## config.mk

```make
export PLATFORM = sky130hd
export DESIGN_NAME = logic_gate_pipe
export DESIGN_NICKNAME = d
export VERILOG_FILES = /design/src/rtl/logic_gate_pipe.sv
export SDC_FILE = /design/constraint.sdc
export NUM_CORES = 1
export LEC_CHECK = 0
export ABC_AREA = 1
export CAP_MARGIN = 20
export CORE_ASPECT_RATIO = 0.9
export CORE_MARGIN = 2
export CORE_UTILIZATION = 52
export CTS_CLUSTER_DIAMETER = 30
export DETAILED_ROUTE_END_ITERATION = 7
export PLACE_DENSITY = 0.82
export SKIP_CTS_REPAIR_TIMING = 1
export SYNTH_ARGS = -nofsm -noshare
export SYNTH_HDL_FRONTEND = slang
export SYNTH_SLANG_ARGS = --single-unit
```

## constraint.sdc

```tcl
create_clock -name sys_clk -period 2 [get_ports sys_clk]
set_input_delay 0.5 -clock sys_clk [delete_from_list [all_inputs] [get_ports sys_clk]]
set_output_delay 0.5 -clock sys_clk [all_outputs]
set_load 0.1 [all_outputs]
```

## src/rtl/logic_gate_pipe.sv

```systemverilog
// Registered bitwise logic stage: eight selectable operations, one output register
// with valid/ready handshake, reduction flags and a saturating all-ones result counter.
module logic_gate_pipe #(
  parameter int DATA_W = 8,
  parameter int CNT_W  = 16
) (
  input  logic              sys_clk,
  input  logic              sys_rst_n,
  input  logic              in_valid,
  output logic              in_ready,
  input  logic [2:0]        op_sel,
  input  logic [DATA_W-1:0] a,
  input  logic [DATA_W-1:0] b,
  output logic              out_valid,
  input  logic              out_ready,
  output logic [DATA_W-1:0] y,
  output logic              y_all,
  output logic              y_any,
  output logic [2:0]        op_out,
  input  logic              cnt_clr,
  output logic [CNT_W-1:0]  hit_cnt
);

  logic [DATA_W-1:0] res;
  logic              accept;
  logic              xfer;

  always_comb begin
    res = '0;
    case (op_sel)
      3'd0: res = a & b;
      3'd1: res = a | b;
      3'd2: res = a ^ b;
      3'd3: res = ~(a & b);
      3'd4: res = ~(a | b);
      3'd5: res = ~(a ^ b);
      3'd6: res = ~a;
      3'd7: res = a;
      default: res = '0;
    endcase
  end

  // A held result frees the stage in the same cycle it is taken downstream.
  assign in_ready = !out_valid || out_ready;
  assign accept   = in_valid && in_ready;
  assign xfer     = out_valid && out_ready;

  always_ff @(posedge sys_clk or negedge sys_rst_n) begin
    if (!sys_rst_n) begin
      out_valid <= 1'b0;
      y         <= '0;
      y_all     <= 1'b0;
      y_any     <= 1'b0;
      op_out    <= 3'd0;
    end else if (accept) begin
      out_valid <= 1'b1;
      y         <= res;
      y_all     <= &res;
      y_any     <= |res;
      op_out    <= op_sel;
    end else if (xfer) begin
      out_valid <= 1'b0;
    end
  end

  // Counts results actually delivered, so a stalled result is counted once.
  always_ff @(posedge sys_clk or negedge sys_rst_n) begin
    if (!sys_rst_n) begin
      hit_cnt <= '0;
    end else if (cnt_clr) begin
      hit_cnt <= '0;
    end else if (xfer && y_all && (hit_cnt != {CNT_W{1'b1}})) begin
      hit_cnt <= hit_cnt + CNT_W'(1);
    end
  end

endmodule

```

==> impl_results.md <==
- Status: complete, no violations
- Synth area leader: dfrtp_1
- Worst hold path type: flop to flop
- Fin crit share: between 90% and 100%
- Reg area: approximately 760 um2
- Total number of vias: about 3,100
- Syn_nets: 408
- Max frequency: a little over 0.5 GHz
- Clock sink count: 30
- Post-Synthesis Cells: about 370
- Met2 usage: 47.8%
- Setup CP Type: input pin to flop
- Leakage power: roughly 2.0 nW
- Filler instances: between 200 and 300
- Via density: a little under 6
- GR Overflow Total: 0
- Most frequent cell after synthesis: nand2_1
- Placed cell area: 3740 um2
- Max-cap viol count: 0
- Worst IR Drop VDD: 0.544 mV
- Starting DRT DRC Count: just under 400
- DRC errors left: 0
- Cts bufs inserted: 5
- Worst Skew: approximately 0.0067 ns
- Syn Area/Cell: between 6 and 7 um2
- Core Region: ~4800 um2
- Met1 GRT Util: 39.4%
- Synth top area share: roughly 30%
- Nets@finish: approximately 500
- Routed wire length: between 8000 and 9000 um
- Clock Latency Late Sink: between 0.2 and 0.3 ns
- Die W: between 70 and 80 um
- Post-synth EDFFs: 0
- WL per Instance: between 15 and 20 um
- Final ANT Viol Nets: 0
- Overall power: around 0.0022 W
- Dpl cells: 514
- Worst path required time: between 2 and 2.5 ns
- PortBufs: between 50 and 60
- Final hold violation count: 0
- Detailed-placement wirelength estimate: approximately 5700 um
- Slew @ Worst Pin: 0.379 ns
- Synth cell count leaders: nand2_1, nor2_1, inv_1
- Die Span Y: between 70 and 80 um
- Post-synth cell types: 37
- Pre-antenna DRT Iters: 5
- Type of destination of the critical path: flop
- Critical path peak fanout: 3
- Slew HR: 74.7%
- Post-route insts no fill: about 530
- Slew Viols, Final: 0
- GPL Wtd Cong: roughly 0.95
- Vias in the first global route: about 2,800
- CTS Buffer Depth: 2
- CP startpoint kind: input pin
- CTS H-Tree Depth: 2
- Async SR Flop Fraction: 100%
- Met3 Usage GRT: 8.66%
- Layout cells sized above 1: between 20% and 30%
- Register area share after synthesis: around 29%
- Min Tclk post-route: approximately 2 ns
- Initial antenna violation count: 0
- # IOs: 55
- Warnings from Yosys: 0
- Pwr dens: approximately 540 nW/um2
- Post-route cell area: 4000 um2
- Final-report setup violation count: 0
- Worst EP arrival: roughly 2.1 ns
- CTS tree: yes
- Initial core utilization: around 53%
- Area grow syn2layout: 56.6%
- GRT Max-Usage Layer: met2
- Num rows: 24
- Ys flop type: dfrtp_1
- Clock slew at reported path FFs: ~0.07 ns
- Util after Layout: 83.8%
- GRT Overall Usage: ~30%
- Setup Total Neg Slack: 0 ns
- Diode count: 0
- Synth top area cells: dfrtp_1, nand2_1, ha_1
- Synthesized cell area: approximately 2600 um2
- #FFs+latches synth: 30
- Largest net degree at the start of global routing: 31
- First-pass GRT wire length: ~13,000 um
- Area of the multi-input gates: around 1600 um2
- Die Area: approximately 5500 um2
- CTS root buf: clkbuf_8
[final timing paths]
check                                        from                endpoint  slack, ns  depth (start not counted)
max in group asynchronous               sys_rst_n   out_valid$_DFFE_PN0P_       1.09                          2
setup reg to reg           hit_cnt[1]$_DFFE_PN0P_  hit_cnt[6]$_DFFE_PN0P_       0.06                         11
hold / removal                   y[7]$_DFFE_PN0P_        y[7]$_DFFE_PN0P_       0.55                          2
hold reg to reg                  y[7]$_DFFE_PN0P_        y[7]$_DFFE_PN0P_       0.55                          2
setup / recovery                             a[3]       y_any$_DFFE_PN0P_       0.04                         11
min in group asynchronous               sys_rst_n  hit_cnt[2]$_DFFE_PN0P_       0.60                          2
[report_power, final]
part	total (W)	switching [W]	internal, W	leakage [nW]
combinational	0.000957	0.000593	0.000364	1.52
clock	0.000511	0.000233	0.000277	0.0482
sequential	0.000702	0.0000534	0.000649	0.384
[final cells by class]
class | instances | area share, %
Clock buffer | 7 | 2.16
Clock inverter | 1 | 0.125
Inverter | 47 | 4.54
Multi-Input combinational cell | 280 | 41.1
Sequential cell | 30 | 19.1
Tap cell | 65 | 2.03
Timing Repair Buffer | 96 | 30.9
[per-layer routing]
metal  vias to the layer above  wire length (um)
li1                       1375                 -
met1                      1441              3210
met2                       207              4230
met3                        29               883
met4                         0               184
met5                         -                 0
[logic make-up after synthesis]
kind of cell / Yosys count / synth area share (%)
AO/OA/AOI/OAI: 26 / 5.83
XOR/XNOR: 8 / 3.04
adder cells (fa/ha/maj): 17 / 8.33
AND/OR/NAND/NOR: 229 / 43.0
buffers and inverters: 57 / 10.4
flip-flops: 30 / 29.4
[registers in the layout, summed over array words and instances (netlist names)]
name and cells:
hit_cnt 16, op_out 3, out_valid 1, y 8, y_all 1, y_any 1
[placed cells by master (no fill, tap or decap), types with 2 or more instances in the layout]
cell type        count
nand3_2              6
nand4_1             19
xnor2_1              4
dfrtp_1             24
dfrtp_4              2
ha_1                13
nor3_4               2
and3_1               2
o31ai_1              6
clkbuf_8             6
nor3_1               4
inv_1               41
buf_4               36
dfrtp_2              4
clkdlybuf4s50_1     14
inv_4                2
nand3_1             24
buf_12              34
nor2_2               7
dlymetal6s2s_1       9
ha_4                 3
nand3_4              2
nand2_1             97
nor2_4               4
nand3b_1             5
xor2_1               3
buf_6                3
nor2_1              47
inv_2                3
o21ai_0             17
nand2_2              4
[through the flow]
step	setup WS (ns)	hold slack, ns
after CTS	-0.0122	0.553
after global routing	-0.0357	0.572
final	0.0401	0.555
after floorplan	0.00348	0.204
after global placement	-0.223	0.529
after detailed placement	-0.307	0.532
[worst max-delay path: stages]
cell,delay (ns)
clkdlybuf4s50_1,0.49
inv_1,0.06
ha_1,0.31
nand4_1,0.11
nand2_1,0.07
nor2_2,0.13
nand3_2,0.11
nor2_1,0.10
nand3_1,0.07
nor2_1,0.13
nor2_1,0.05
Power figures use the tool's default switching activity.
